**src/rtl/dsp_lane_mac_pipe.sv**
```systemverilog
// Three-stage signed lane multiplier array with per-beat rescale, saturation and saturation statistics.
// Define DSP_LANE_ROUND_EN to round half-up before saturation instead of truncating.
module dsp_lane_mac_pipe #(
    parameter int LANES = 16,
    parameter int IN_W  = 8,
    parameter int OUT_W = 11,
    parameter int SH0   = 3,
    parameter int SH1   = 1,
    parameter int SH2   = 2,
    parameter int SH3   = 0,
    parameter int CNT_W = 16
) (
    input  logic                     clk,
    input  logic                     rst_n,
    input  logic                     in_valid,
    output logic                     in_ready,
    input  logic [LANES*IN_W-1:0]    inputa,
    input  logic [LANES*IN_W-1:0]    inputb,
    input  logic [1:0]               fixpoint_op,
    output logic                     out_valid,
    input  logic                     out_ready,
    output logic [LANES*OUT_W-1:0]   outputp,
    output logic [LANES-1:0]         out_sat,
    output logic [CNT_W-1:0]         sat_cnt,
    input  logic                     sat_clr
);
    localparam int PW = 2 * IN_W;
    localparam int EW = PW + 1;
    localparam logic signed [EW-1:0] SAT_MAX = EW'((2 ** (OUT_W - 1)) - 1);
    localparam logic signed [EW-1:0] SAT_MIN = EW'(-(2 ** (OUT_W - 1)));

    logic                    adv;
    logic                    s1_valid;
    logic [LANES*IN_W-1:0]   s1_a;
    logic [LANES*IN_W-1:0]   s1_b;
    logic [1:0]              s1_op;
    logic                    s2_valid;
    logic signed [PW-1:0]    s2_p [LANES];
    logic [1:0]              s2_op;

    logic [4:0]              sh;
    logic signed [EW-1:0]    ext;
    logic signed [EW-1:0]    shifted;
    logic [LANES*OUT_W-1:0]  res;
    logic [LANES-1:0]        sat_v;
`ifdef DSP_LANE_ROUND_EN
    logic signed [EW-1:0]    bias;
`endif

    function automatic logic [4:0] shift_sel(input logic [1:0] op);
        case (op)
            2'd0:    return 5'(SH0);
            2'd1:    return 5'(SH1);
            2'd2:    return 5'(SH2);
            default: return 5'(SH3);
        endcase
    endfunction

    // One stall signal freezes every stage, so bubbles stay where they are.
    assign adv      = ~out_valid | out_ready;
    assign in_ready = adv;

    always_comb begin
        sh      = shift_sel(s2_op);
        ext     = '0;
        shifted = '0;
        res     = '0;
        sat_v   = '0;
`ifdef DSP_LANE_ROUND_EN
        bias    = (sh == 5'd0) ? '0 : (EW'(1) <<< (sh - 5'd1));
`endif
        for (int i = 0; i < LANES; i++) begin
            ext = {s2_p[i][PW-1], s2_p[i]};
`ifdef DSP_LANE_ROUND_EN
            ext = ext + bias;
`endif
            shifted = ext >>> sh;
            if (shifted > SAT_MAX) begin
                res[i*OUT_W +: OUT_W] = SAT_MAX[OUT_W-1:0];
                sat_v[i]              = 1'b1;
            end else if (shifted < SAT_MIN) begin
                res[i*OUT_W +: OUT_W] = SAT_MIN[OUT_W-1:0];
                sat_v[i]              = 1'b1;
            end else begin
                res[i*OUT_W +: OUT_W] = shifted[OUT_W-1:0];
            end
        end
    end

    always_ff @(posedge clk or negedge rst_n) begin
        if (!rst_n) begin
            s1_valid  <= 1'b0;
            s1_a      <= '0;
            s1_b      <= '0;
            s1_op     <= '0;
            s2_valid  <= 1'b0;
            s2_op     <= '0;
            for (int i = 0; i < LANES; i++) begin
                s2_p[i] <= '0;
            end
            out_valid <= 1'b0;
            outputp   <= '0;
            out_sat   <= '0;
        end else if (adv) begin
            s1_valid  <= in_valid;
            s1_a      <= inputa;
            s1_b      <= inputb;
            s1_op     <= fixpoint_op;
            s2_valid  <= s1_valid;
            s2_op     <= s1_op;
            for (int i = 0; i < LANES; i++) begin
                s2_p[i] <= PW'($signed(s1_a[i*IN_W +: IN_W])) * PW'($signed(s1_b[i*IN_W +: IN_W]));
            end
            out_valid <= s2_valid;
            outputp   <= s2_valid ? res : '0;
            out_sat   <= s2_valid ? sat_v : '0;
        end
    end

    // Counts saturated result beats; sticks at all-ones, and a clear beats a same-cycle increment.
    always_ff @(posedge clk or negedge rst_n) begin
        if (!rst_n) begin
            sat_cnt <= '0;
        end else if (sat_clr) begin
            sat_cnt <= '0;
        end else if (adv && s2_valid && (|sat_v) && (sat_cnt != '1)) begin
            sat_cnt <= sat_cnt + 1'b1;
        end
    end
endmodule

```
**config.mk**
```make
export PLATFORM = sky130hd
export DESIGN_NAME = dsp_lane_mac_pipe
export DESIGN_NICKNAME = d
export VERILOG_FILES = /design/src/rtl/dsp_lane_mac_pipe.sv
export SDC_FILE = /design/constraint.sdc
export NUM_CORES = 2
export LEC_CHECK = 0
export CORE_ASPECT_RATIO = 0.7
export CORE_UTILIZATION = 50
export CTS_BUF_LIST = sky130_fd_sc_hd__clkbuf_8
export DETAILED_ROUTE_END_ITERATION = 8
export HOLD_SLACK_MARGIN = 0.03
export PLACE_DENSITY = 0.68
export SYNTH_ARGS = -nofsm -noshare
export SYNTH_HDL_FRONTEND = slang
export SYNTH_SLANG_ARGS = --single-unit
export TNS_END_PERCENT = 1
```
**constraint.sdc**
```tcl
create_clock -name clk -period 5.8 [get_ports clk]
set_input_delay 1.16 -clock clk [delete_from_list [all_inputs] [get_ports clk]]
set_output_delay 1.16 -clock clk [all_outputs]
set_load 0.03 [all_outputs]
```
Word level (Yosys, flattened, before mapping)
Index checks and enable logic that the tools add are counted.

operators by class
  reduce and logical (&&, ||, !) cells = 6
  add/sub/neg operators = 1
  magnitude comparators = 32
  shift operators = 16
  bitwise gates (word level) = 2
  $mul = 16
  equal/unequal tests = 3
  muxes and demuxes = 69

operator list
  cell                     number
  $mux W11                 32
  $gt A17 B11 Y1 const B   16
  $lt A17 B11 Y1 const B   16
  $sshr A16 B2 Y17         16
  $mul A8 B8 Y16           16
  $mux W176                1
  $mux W16                 3
  $mux W1                  32
  $add A16 B1 Y16 const B  1
  $ne A16 B16 Y1 const B   1
  $reduce_or A16 Y1        1
  $pmux W2 S3              1
  $logic_and A1 B1 Y1      3
  $eq A2 B1 Y1 const B     1
  $eq A2 B2 Y1 const B     1
  $logic_not A2 Y1         1
  $reduce_bool A2 Y1       1
  $not A1 Y1               1
  $or A1 B1 Y1             1

storage, ports and cells
  input bits = 263
  output and inout bits = 210
  register bits after elaboration = 727
  word-level logic and storage cells = 171

Depth between registers and ports, before layout
  depth after elaboration = 11
  depth in mapped cells = 19
  gate-level depth less buffers = 18

Least setup slack after synthesis
Ideal clock, no wire load.

  path type = register -> register
  start = reg s1_b[44]
  end = reg s2_p[172] (netlist bit)
  data required time = 5.705 ns
  slack = 1.475 ns
  setup time = 0.095 ns
  stages on the path, launching flop included = 19
  arrival time = 4.230 ns
  clock period less this slack = 4.325 ns
  path buffers = 1
  path through = dfrtp_1 clkbuf_1 and2_1 fa_1 inv_1 fa_1 inv_1 fa_1 inv_1 fa_1 inv_1 ha_1 o21ai_0 a21oi_1 o21a_1 o21a_1 o21a_1 o21a_1 o31ai_1

between the ends
  word-level cells in the longest chain between the ends = 1

ends and longest elaborated chain
  element                          RTL line  RTL
  from (decl)                      35        logic [LANES*IN_W-1:0] s1_b;
  from (signal assigned)           107       s1_b <= inputb;
  $mul A8 B8 Y16                   112       s2_p[i] <= PW'($signed(s1_a[i*IN_W +: IN_W])) * PW'($signed(s1_b[i*IN_W +: IN_W]));
  to (signal, indexed assignment)  112
  to (decl)                        38        logic signed [PW-1:0] s2_p [LANES];

No other way between the ends.
A chain may end at the register's enable or synchronous reset.

Worst setup path after layout
  start = reg s1_b[9]
  end = reg s2_p[238] (netlist bit)

Same word-level chain as after synthesis.

==> flow_summary.yaml <==
run_status:
  status: "finished, final reports clean"
synthesis:
  synth-seq-cells: 727
  synth-adder-area-share_pct: 32.2
  synth_warnings: 0
  synth_edf_count: 0
  yosysTopAreaCell: "dfrtp_1"
  synth_top_area_share_pct: 25.0
  muxShareOfSynthArea_pct: 5.14
  yosys.area_share.simple_pct: 19.4
  ys_types: 70
  synth_ff_type: "dfrtp_1"
  seq_area_frac_synth_pct: 25.0
  synth_compound_area_share_pct: 7.29
  syn_inst: 8033
  netlist_area_mm2: 0.0729
  yosys.area_share.xor_xnor_pct: 2.54
  synth_nets: 9641
  async_flop_share_pct: 100
  yosys-top-cells-area: "dfrtp_1 25%, fa_1 24%, nand2_1 8.8%"
  syn_avg_cell_area_um2: 9.07
  synth_top_family_by_area: "adder cells"
floorplanning:
  die_w_um: 458
  row_count: 116
  start_util_pct: 50.7
  coreArea_mm2: 0.144
  die_h_um: 321
  pin_count: 473
  design.die.area_mm2: 0.147
critical_path:
  critical_path_required_ns: 6.61
  crit_chain: "and2_1 -> fa_1 -> inv_1 -> fa_1 -> inv_1 -> fa_1 -> inv_1 -> fa_1 -> inv_1 -> ha_1 -> o21ai_0 -> a21oi_1 -> o21a_1 -> o21a_1 -> o211ai_1 -> a2111oi_0 -> nand3b_1"
  end_kind: "flip-flop"
  arrival_ns: 5.59
  r2r_start: "s1_b[9]$_DFFE_PN0N_"
  r2r-end: "s2_p[238]$_DFFE_PN0N_"
  critPathMaxStageDelay_ns: 0.53
  crit_slowest_cell: "fa_1"
  cp_max_fo: 9
  crit_path_end: "s2_p[238]$_DFFE_PN0N_"
  r2r_slack_ns: 1.02
  critPathKind: "flip-flop to flip-flop"
  startpoint: "s1_b[9]$_DFFE_PN0N_"
  r2r_cells: 17
  critPathLaunchType: "flip-flop"
route:
  vias_per_cell: 5.23
  drc: 0
  drt_iter0_drc: 3768
  drt_first_pass_iters: 5
  wl_per_cell_um: 17.9
  routed-via-count: 54600
  ant_nets: 0
  drt_wl_total_um: 187000
placed_design:
  hpwl_um: 146000
  postPlaceCellArea_mm2: 0.0793
  portBuffers: 472
  place_congestion: 0.911
final_layout:
  final_cell_mix: "1,715 x nand2_1, 1,359 x inv_1, 880 x fa_1, 725 x dfrtp_1, 654 x and2_1"
  fin_util_pct: 57.2
  final-seq-area_mm2: 0.0182
  area_delta_synth_final_pct: 12.9
  multi_input_area_mm2: 0.0485
  final_common_cell: "nand2_1"
  fillers: 12700
  nNetsFinal: 9999
  drive_gt1_share_pct: 5.04
  fin_area_mm2: 0.0823
clock_tree:
  h-tree-depth: 4
  cts_hold_buffers: 0
  ctsRootBufferMaster: "clkbuf_8"
  cts_setup_buffers: 0
  cts_buffer_depth: 3
  clkSlewWorstSetupHoldPaths_ns: 0.06
  cts_tree: "built"
  cts_resized: 0
  cts.sinks: 727
  cts_buffers: 135
  clk_latency_ns: 0.90
timing:
  setup_viol: 0
  finalClockSkew_ns: 0.0402
  rsz0062_at_grt: "no"
  final_hold_viol_count: 0
  period_minus_slack_ns: 4.78
  timing.final.crit_share_pct: 82.5
  tns_ns: 0
  final_max_slew_viol_count: 0
  maxSlewHeadroom_pct: 26.1
  fmax_ghz: 0.209
  tightest_slew_ns: 1.11
worst_hold_path:
  hold_class: "primary input to async pin"
run:
  maxCapViolations: 0
global_route:
  grt_util_all_layers_pct: 26.3
  grt_max_degree: 192
  grt_pass1_wl_um: 309000
  antenna_found_initial: 6
  grt_overflow: 0
  grt_pass1_vias: 55700
stage by stage:
step / setup WS [ns] / std cells / hold slack, ns
after floorplan: 1.48 / 8033 / 0.434
after global placement: 1.32 / 10200 / 0.447
after detailed placement: 1.09 / 10200 / 0.459
after CTS: 1.02 / 10400 / 0.286
after global routing: 0.742 / 10400 / 0.328
final: 1.02 / 10400 / 0.336
cells by family (layout without fill, tap and decap cells):
| family | after synthesis | count (layout) |
|---|---|---|
| compound gates | 854 | 854 |
| simple gates | 3030 | 3030 |
| other cells | 0 | 3 |
| fa+ha+maj | 1345 | 1345 |
| mux | 237 | 237 |
| xor+xnor | 211 | 211 |
| buf+inv | 1629 | 2090 |
| flops | 727 | 727 |
area by class of cell:
class | count | share of cell area (%)
clock buffers | 169 | 2.83
repair buffers | 516 | 6.33
inverters | 1334 | 6.10
flip-flops and latches | 727 | 22.1
multi-input cells | 5677 | 58.9
well taps | 1947 | 2.96
clock inverters | 71 | 0.745
diodes | 3 | 0.00912
layer usage:
layer	GRT usage, %	up-vias	wire length [um]
li1	-	25800	-
met1	39.7	27200	90600
met2	38.2	1346	80400
met3	4.63	267	10300
met4	8.65	4	6050
met5	0	-	31
registers in the layout, indices dropped and copies added, names as in the netlist:
signal,cells
out_sat,16
s1_a,128
sat_cnt,16
s2_p,240
s1_op,2
ext,16
out_valid,1
s2_op,2
s1_b,128
outputp,176
s2_valid,1
s1_valid,1
cells in the mapped netlist, drive strengths merged, types with 43 or more instances:
master	count
and2	654
mux4	104
o21a	81
mux2i	74
dfrtp	727
inv	1333
clkbuf	230
ha	465
xor2	45
o21ai	237
nor2b	142
nor3	60
mux2	59
nor2	200
xnor2	166
a22o	43
o31ai	48
buf	65
nand2	1717
nand3	78
a21oi	279
fa	880
worst max-delay path: cells and delay by family (launching register included):
kind | cells | cell delay [ns]
simple gates | 2 | 0.42
buf+inv | 4 | 0.22
flops | 1 | 0.47
compound gates | 6 | 1.29
fa+ha+maj | 5 | 2.32
how the worst min path moves through the flow:
stage,cells past startpoint,to,slack [ns],startpoint
5_1_grt,1,s2_p[229]$_DFFE_PN0N_,0.33,rst_n
3_3_place_gp,2,s2_p[32]$_DFFE_PN0N_,0.45,s2_p[32]$_DFFE_PN0N_
2_1_floorplan,2,ext[0]$_DFFE_PN0N_,0.43,ext[0]$_DFFE_PN0N_
4_1_cts,1,s1_b[31]$_DFFE_PN0N_,0.29,rst_n
3_5_place_dp,2,s2_p[144]$_DFFE_PN0N_,0.46,s2_p[144]$_DFFE_PN0N_
6_report,1,s1_b[31]$_DFFE_PN0N_,0.34,rst_n
Power is left out: the tool's default activity adds up to more than one toggle a clock period on the data nets, which glitch-free logic cannot reach.
